===== src/rtl/mem_port_arbiter.sv =====
// mem_port_arbiter: shares one memory port between instruction fetch and the
// load/store unit. Data requests normally win. After STARVE_LIMIT consecutive
// data wins against a waiting fetch, fetch is forced through. All outputs are
// registered. The memory request is held stable until m_ready is seen.
module mem_port_arbiter #(
    parameter int STARVE_LIMIT = 4
) (
    input  logic        clk,
    input  logic        rst,
    // instruction fetch requester
    input  logic        if_req,
    input  logic [63:0] if_addr,
    output logic        if_ack,
    output logic [31:0] if_rdata,
    // data load/store requester
    input  logic        d_req,
    input  logic        d_we,
    input  logic [63:0] d_addr,
    input  logic [63:0] d_wdata,
    input  logic [3:0]  d_size,
    output logic        d_ack,
    output logic [63:0] d_rdata,
    // unified memory port
    output logic        m_req,
    output logic        m_we,
    output logic [63:0] m_addr,
    output logic [63:0] m_wdata,
    output logic [3:0]  m_size,
    input  logic        m_ready,
    input  logic [63:0] m_rdata,
    // status
    output logic        busy,
    output logic        owner
);

    localparam logic [3:0] LIMIT = 4'(STARVE_LIMIT);

    typedef enum logic [1:0] {
        IDLE   = 2'd0,
        ACCESS = 2'd1,
        DONE   = 2'd2
    } state_t;

    state_t     state;
    logic [3:0] starve_cnt;
    logic       grant_data;

    // Count of data wins against a pending fetch, clamped at the limit.
    function automatic logic [3:0] sat_inc(input logic [3:0] v);
        if (v >= LIMIT) begin
            return LIMIT;
        end
        return v + 4'd1;
    endfunction

    // Data wins unless fetch has already lost LIMIT times in a row.
    always_comb begin
        grant_data = d_req && !(if_req && (starve_cnt == LIMIT));
    end

    // Arbitration FSM. The ack register is set when leaving ACCESS, so the
    // ack pulse is visible during the DONE cycle, and DONE returns to IDLE.
    always_ff @(posedge clk) begin
        if (rst) begin
            state      <= IDLE;
            starve_cnt <= '0;
            if_ack     <= 1'b0;
            d_ack      <= 1'b0;
            if_rdata   <= '0;
            d_rdata    <= '0;
            m_req      <= 1'b0;
            m_we       <= 1'b0;
            m_addr     <= '0;
            m_wdata    <= '0;
            m_size     <= '0;
            busy       <= 1'b0;
            owner      <= 1'b0;
        end else begin
            if_ack <= 1'b0;
            d_ack  <= 1'b0;
            unique case (state)
                IDLE: begin
                    if (if_req || d_req) begin
                        m_req <= 1'b1;
                        busy  <= 1'b1;
                        owner <= grant_data;
                        state <= ACCESS;
                        if (grant_data) begin
                            m_we    <= d_we;
                            m_addr  <= d_addr;
                            m_wdata <= d_wdata;
                            m_size  <= d_size;
                            if (if_req) begin
                                starve_cnt <= sat_inc(starve_cnt);
                            end
                        end else begin
                            m_we       <= 1'b0;
                            m_addr     <= if_addr;
                            m_wdata    <= '0;
                            m_size     <= 4'd4;
                            starve_cnt <= '0;
                        end
                    end
                end
                ACCESS: begin
                    if (m_ready) begin
                        m_req <= 1'b0;
                        state <= DONE;
                        if (owner) begin
                            d_ack   <= 1'b1;
                            d_rdata <= m_rdata;
                        end else begin
                            if_ack   <= 1'b1;
                            if_rdata <= m_rdata[31:0];
                        end
                    end
                end
                DONE: begin
                    busy  <= 1'b0;
                    state <= IDLE;
                end
                default: begin
                    m_req <= 1'b0;
                    busy  <= 1'b0;
                    state <= IDLE;
                end
            endcase
        end
    end

endmodule


===== config.mk =====
export PLATFORM = sky130hd
export DESIGN_NAME = mem_port_arbiter
export DESIGN_NICKNAME = d
export VERILOG_FILES = /design/src/rtl/mem_port_arbiter.sv
export SDC_FILE = /design/constraint.sdc
export NUM_CORES = 1
export LEC_CHECK = 0
export CAP_MARGIN = 40
export CORE_AREA = 2 2 192 194
export CTS_BUF_LIST = sky130_fd_sc_hd__clkbuf_8
export CTS_CLUSTER_SIZE = 8
export DETAILED_ROUTE_END_ITERATION = 8
export DIE_AREA = 0 0 194 196
export PLACE_DENSITY = 0.7
export SYNTH_ARGS = -nofsm -noshare
export SYNTH_HDL_FRONTEND = slang
export SYNTH_SLANG_ARGS = --single-unit

===== constraint.sdc =====
create_clock -name clk -period 1.7 [get_ports clk]
set_clock_uncertainty 0.2 [all_clocks]
set_input_delay 0.255 -clock clk [delete_from_list [all_inputs] [get_ports clk]]
set_output_delay 0.255 -clock clk [all_outputs]
set_load 0.03 [all_outputs]

Yosys cells after proc, flatten, opt, wreduce, memory -nomap -nowiden:

Index checks and enable logic that the tools add are counted.

* order comparisons: 1
* eq/ne operators: 6
* muxes and demuxes: 23
* add/subtract/negate cells: 1
* reduce and logical (&&, ||, !) cells: 13
* bitwise gates (word level): 4

Operators by type and width (count)
* 2-to-1 mux 64 bit: 2
* 2-to-1 mux 4 bit: 5
* AND reduction 3 bit: 4
* 2-to-1 mux 1 bit: 11
* != test 2 bit (second input constant): 3
* AND reduction 2 bit: 3
* adder 4 x 1 -> 4 bit (second input constant): 1
* == test 4 x 3 -> 1 bit (second input constant): 1
* >= comparator 4 x 3 -> 1 bit (second input constant): 1
* 2-to-1 mux 2 bit: 2
* NOT 1 bit: 4
* case mux 2 bit (2 select lines): 1
* case mux 1 bit (3 select lines): 1
* OR reduction 3 bit: 1
* == test 2 x 1 -> 1 bit (second input constant): 1
* == test 2 bit (second input constant): 1
* logical AND 1 bit: 2
* logical NOT 2 bit: 1
* case mux 1 bit (2 select lines): 1
* logical NOT 1 bit: 1
* logical OR 1 bit: 1

* output and inout bits: 234
* bits in registers: 240
* word-level logic and storage cells: 61
* input bits: 266

Logic depth before layout (Yosys ltp):

* word-level depth: 11
* gate-level depth with buffers: 7
* depth with buffers taken out: 5

Worst setup path after synthesis:

OpenSTA, ideal clock, no wires.

* path kind: reg-to-reg
* start: register starve_cnt[0]
* end: register m_addr[17]
* stages on the path, launching flop included: 8
* setup slack: 18 ps
* data required time: 1353 ps
* data arrival time: 1335 ps
* path through: dfxtp_1 > inv_1 > ha_1 > and4b_1 > buf_6 > buf_2 > o21ai_0 > a311oi_2

* cells in the longest elaborated chain, start to end: 5

Ends and longest elaborated chain
* start, declared: RTL line 45 `logic [3:0] starve_cnt;`
* start signal, assigned: RTL line 94 `starve_cnt <= sat_inc(starve_cnt);`
* == test 4 x 3 -> 1 bit: RTL line 58 `grant_data = d_req && !(if_req && (starve_cnt == LIMIT));`
* logical AND 1 bit: RTL line 58
* logical NOT 1 bit: RTL line 58
* logical AND 1 bit: RTL line 58
* 2-to-1 mux 64 bit: RTL line 88 `if (grant_data) begin`
* end signal, assigned: RTL line 90 `m_addr <= d_addr;`
* end signal, assigned: RTL line 98 `m_addr <= if_addr;`
* end, declared: RTL line 26 `output logic [63:0] m_addr,`

Every way passes these cells.
A chain may end at the register's enable or synchronous reset.

Worst setup path in the final report:

* start: register starve_cnt[1]
* end: register m_addr[34]

Same word-level chain as after synthesis.

==> flow_summary.yaml <==
outcome:
  status: "finished, violations left"
  failed_checks: "negative setup slack"
placement:
  dp_hpwl_microns: 28400
  place_congestion: 0.852
  dp_slack_ns: -0.480
  portBuffers: 499
  post-place-cells: 2101
sta:
  fin_tns_setup_ns: -3.02
  max_freq_mhz: 546
  fin_ws_ns: -0.130
  fin_crit_ns: 1.83
  slew_viol_final: 0
  period_share_pct: 108
  worst_pin_slew_ns: 0.441
  hold_ws_ns: 0.0492
  slew_headroom_pct: 70.6
  grt_setup_unrepaired: "true"
  hold_viol: 0
  setup_viol: 82
clocking:
  cts_tree: "yes"
  cts_max_level: 2
  path_clk_slew_ns: 0.06
  clock_latency_ns: 0.60
  clk_path_buf_depth: 3
  numCtsBuffers: 43
  cts.sinks: 240
  clockRootBuffer: "clkbuf_8"
grt:
  grt_pass1_vias: 11300
  grt_first_pass_wirelength_microns: 61900
  grt_max_degree: 83
  overflow: 0
  antenna_found_initial: 0
  grt.total_usage_pct: 20.2
pwr:
  power.leakage_nw: 6.95
  intPower_w: 0.0106
  power_switching_w: 0.00479
  pwr-share-comb_pct: 24.2
  power.share.switching_pct: 31.2
  seqPwrFrac_pct: 40.2
  ir_drop_mv: 0.545
  power.density_nw_per_um2: 885
  pwr-share-clk_pct: 35.6
die:
  coreArea_sq_um: 36100
  rows: 70
  initial_core_util_pct: 27.9
  die_h_microns: 196
  die-area_sq_um: 38000
  io_pins: 500
  die_x_microns: 194
final_layout:
  layout_common_cells: "263 x clkdlybuf4s50_1, 236 x dfxtp_1, 220 x buf_2"
  fillerInstances: 3395
  utilization_pct: 48.1
  nets: 2046
  area_delta_synth_final_pct: 72.1
  n_antenna_cell: 0
  fin_cells: 2277
  drive_gt1_share_pct: 30.8
  layout.cells.most_common: "clkdlybuf4s50_1"
setup_path:
  crit_path_max_fanout: 8
  crit_type: "flop to flop"
  cpLargestDelayFamily: "buffers and inverters"
  path_buf_inv: 3
  end_kind: "flop"
  arrival_ns: 2.11
  cp_slowest_stage_delay_ns: 0.34
  path_cells: "inv_2, ha_4, nand4b_4, buf_12, clkbuf_16, nand3_1, a311oi_2"
  worstPathRequired_ns: 1.98
  cpMaxStageDelayCell: "dfxtp_2"
  crit_path_start_kind: "flop"
route:
  drt-met1-wl_microns: 17100
  routed.top_layer: "met4"
  vias_per_cell: 5.08
  drt_iter0_drc: 682
  wl_met3_microns: 3530
  postRouteAntennaNets: 0
  drc: 0
  routed-wl-met2_microns: 20100
  drt_wl_total_microns: 42600
  vias: 11600
  first_pass_iters: 5
  post_drt_wl_per_cell_microns: 18.7
logic_synthesis:
  yosys_warnings: 0
  ys_types: 37
  synth_top_area_share_pct: 47.6
  ys_top_cells_by_area: "dfxtp_1 48%, a21oi_1 9.7%, nand2_1 7.3%, o21ai_0 6.7%, a311oi_2 6.6%"
  syn_area_sq_um: 10100
  syn-mean-instance-area_sq_um: 8.61
  synth_largest_area_cell: "dfxtp_1"
  yosysSeqAreaShare_pct: 47.6
  synth_nets: 1439
  postSynthCellCount: 1171
  yosys_register_bits: 240
min_path:
  hold_path.class: "input pin to flop"
run:
  cap_violations: 0
state kept, by name (all words and copies together), names as in the netlist:
| signal | cells |
|---|---|
| state | 2 |
| m_size | 4 |
| if_rdata | 32 |
| d_ack | 1 |
| m_we | 1 |
| owner | 1 |
| starve_cnt | 4 |
| m_addr | 64 |
| m_req | 1 |
| m_wdata | 64 |
| if_ack | 1 |
| d_rdata | 64 |
| busy | 1 |
area by class of cell:
| type | count | area [sq um] | share of cell area (%) |
|---|---|---|---|
| Sequential cell | 240 | 4810 | 27.7 |
| Clock inverter | 24 | 139 | 0.800 |
| Multi-Input combinational cell | 791 | 4780 | 27.6 |
| Timing Repair Buffer | 699 | 6300 | 36.3 |
| Clock buffer | 52 | 716 | 4.12 |
| Inverter | 3 | 11.3 | 0.0649 |
| Tap cell | 468 | 586 | 3.37 |
logic make-up (layout without fill, tap and decap cells):
logic type | Yosys count | after routing | share of synthesized area [%]
AO/OA/AOI/OAI | 435 | 435 | 28.2
AND/OR/NAND/NOR | 354 | 354 | 16.7
flip-flops | 240 | 240 | 47.6
buffers and inverters | 140 | 778 | 7.16
adder cells (fa/ha/maj) | 2 | 2 | 0.248
path summary, 6_finish.rpt:
kind	from	endpoint	slack, ns	cells after the start
worst max-delay path	starve_cnt[1]	m_addr[34]	-0.13	7
worst min-delay path	m_rdata[44]	d_rdata[44]	0.05	3
worst max register to register	starve_cnt[1]	m_addr[34]	-0.13	7
worst min register to register	d_rdata[63]	d_rdata[63]	0.25	2
through the flow:
| step | cell area, sq um | power [W] |
|---|---|---|
| floorplan | 10100 | 0.00813 |
| CTS | 16800 | 0.0155 |
| global route | 17400 | 0.0160 |
| detailed placement | 16200 | 0.0101 |
| finish | 17400 | 0.0154 |
| global placement | 16200 | 0.0100 |
cell usage after synthesis:
cell type,count
a21oi_1,196
a21oi_2,40
a311oi_1,20
a311oi_2,44
a31oi_1,1
and3b_1,1
and4b_1,2
buf_1,2
buf_12,4
buf_2,37
buf_4,13
buf_6,4
clkbuf_1,72
clkbuf_2,5
dfxtp_1,240
ha_1,2
inv_1,2
inv_2,1
nand2_1,196
nand2b_1,1
nand3_1,65
nand4_1,70
nand4b_1,1
nand4b_2,1
nand4bb_1,1
nor2_1,2
nor2_2,1
nor2_4,2
nor3_1,2
nor3b_1,1
nor4_1,1
nor4bb_1,2
o21ai_0,134
or2_1,1
or2_2,1
or2_4,1
or3b_2,2
worst reg2reg max path: stages, from the launching register on:
cell and delay [ns]:
dfxtp_2 0.34, inv_2 0.05, ha_4 0.16, nand4b_4 0.23, buf_12 0.17, clkbuf_16 0.16
nand3_1 0.10, a311oi_2 0.30
power groups by stage:
stage | logic [W] | clock network, W | registers (W)
6_report | 0.00372 | 0.00546 | 0.00618
5_1_grt | 0.00393 | 0.00588 | 0.00621
4_1_cts | 0.00363 | 0.00564 | 0.00618
3_5_place_dp | 0.00375 | 0 | 0.00630
3_3_place_gp | 0.00372 | 0 | 0.00629
2_1_floorplan | 0.00118 | 0 | 0.00695
per-layer routing:
layer  global-route usage, %  up-vias
li1                        -     5443
met1                    23.9     5423
met2                    33.5      580
met3                    5.79      118
met4                    10.0        0
met5                       0        -
what timing repair did:
item,in CTS,in global routing
hold endpoints to repair,98,0
gates resized for setup,1229,66
buffers inserted,4,11
hold buffers,77,0
pin swaps,24,49
gates cloned,1,10
setup endpoints to repair,356,139
No activity file was read; power rests on OpenSTA's default activity.
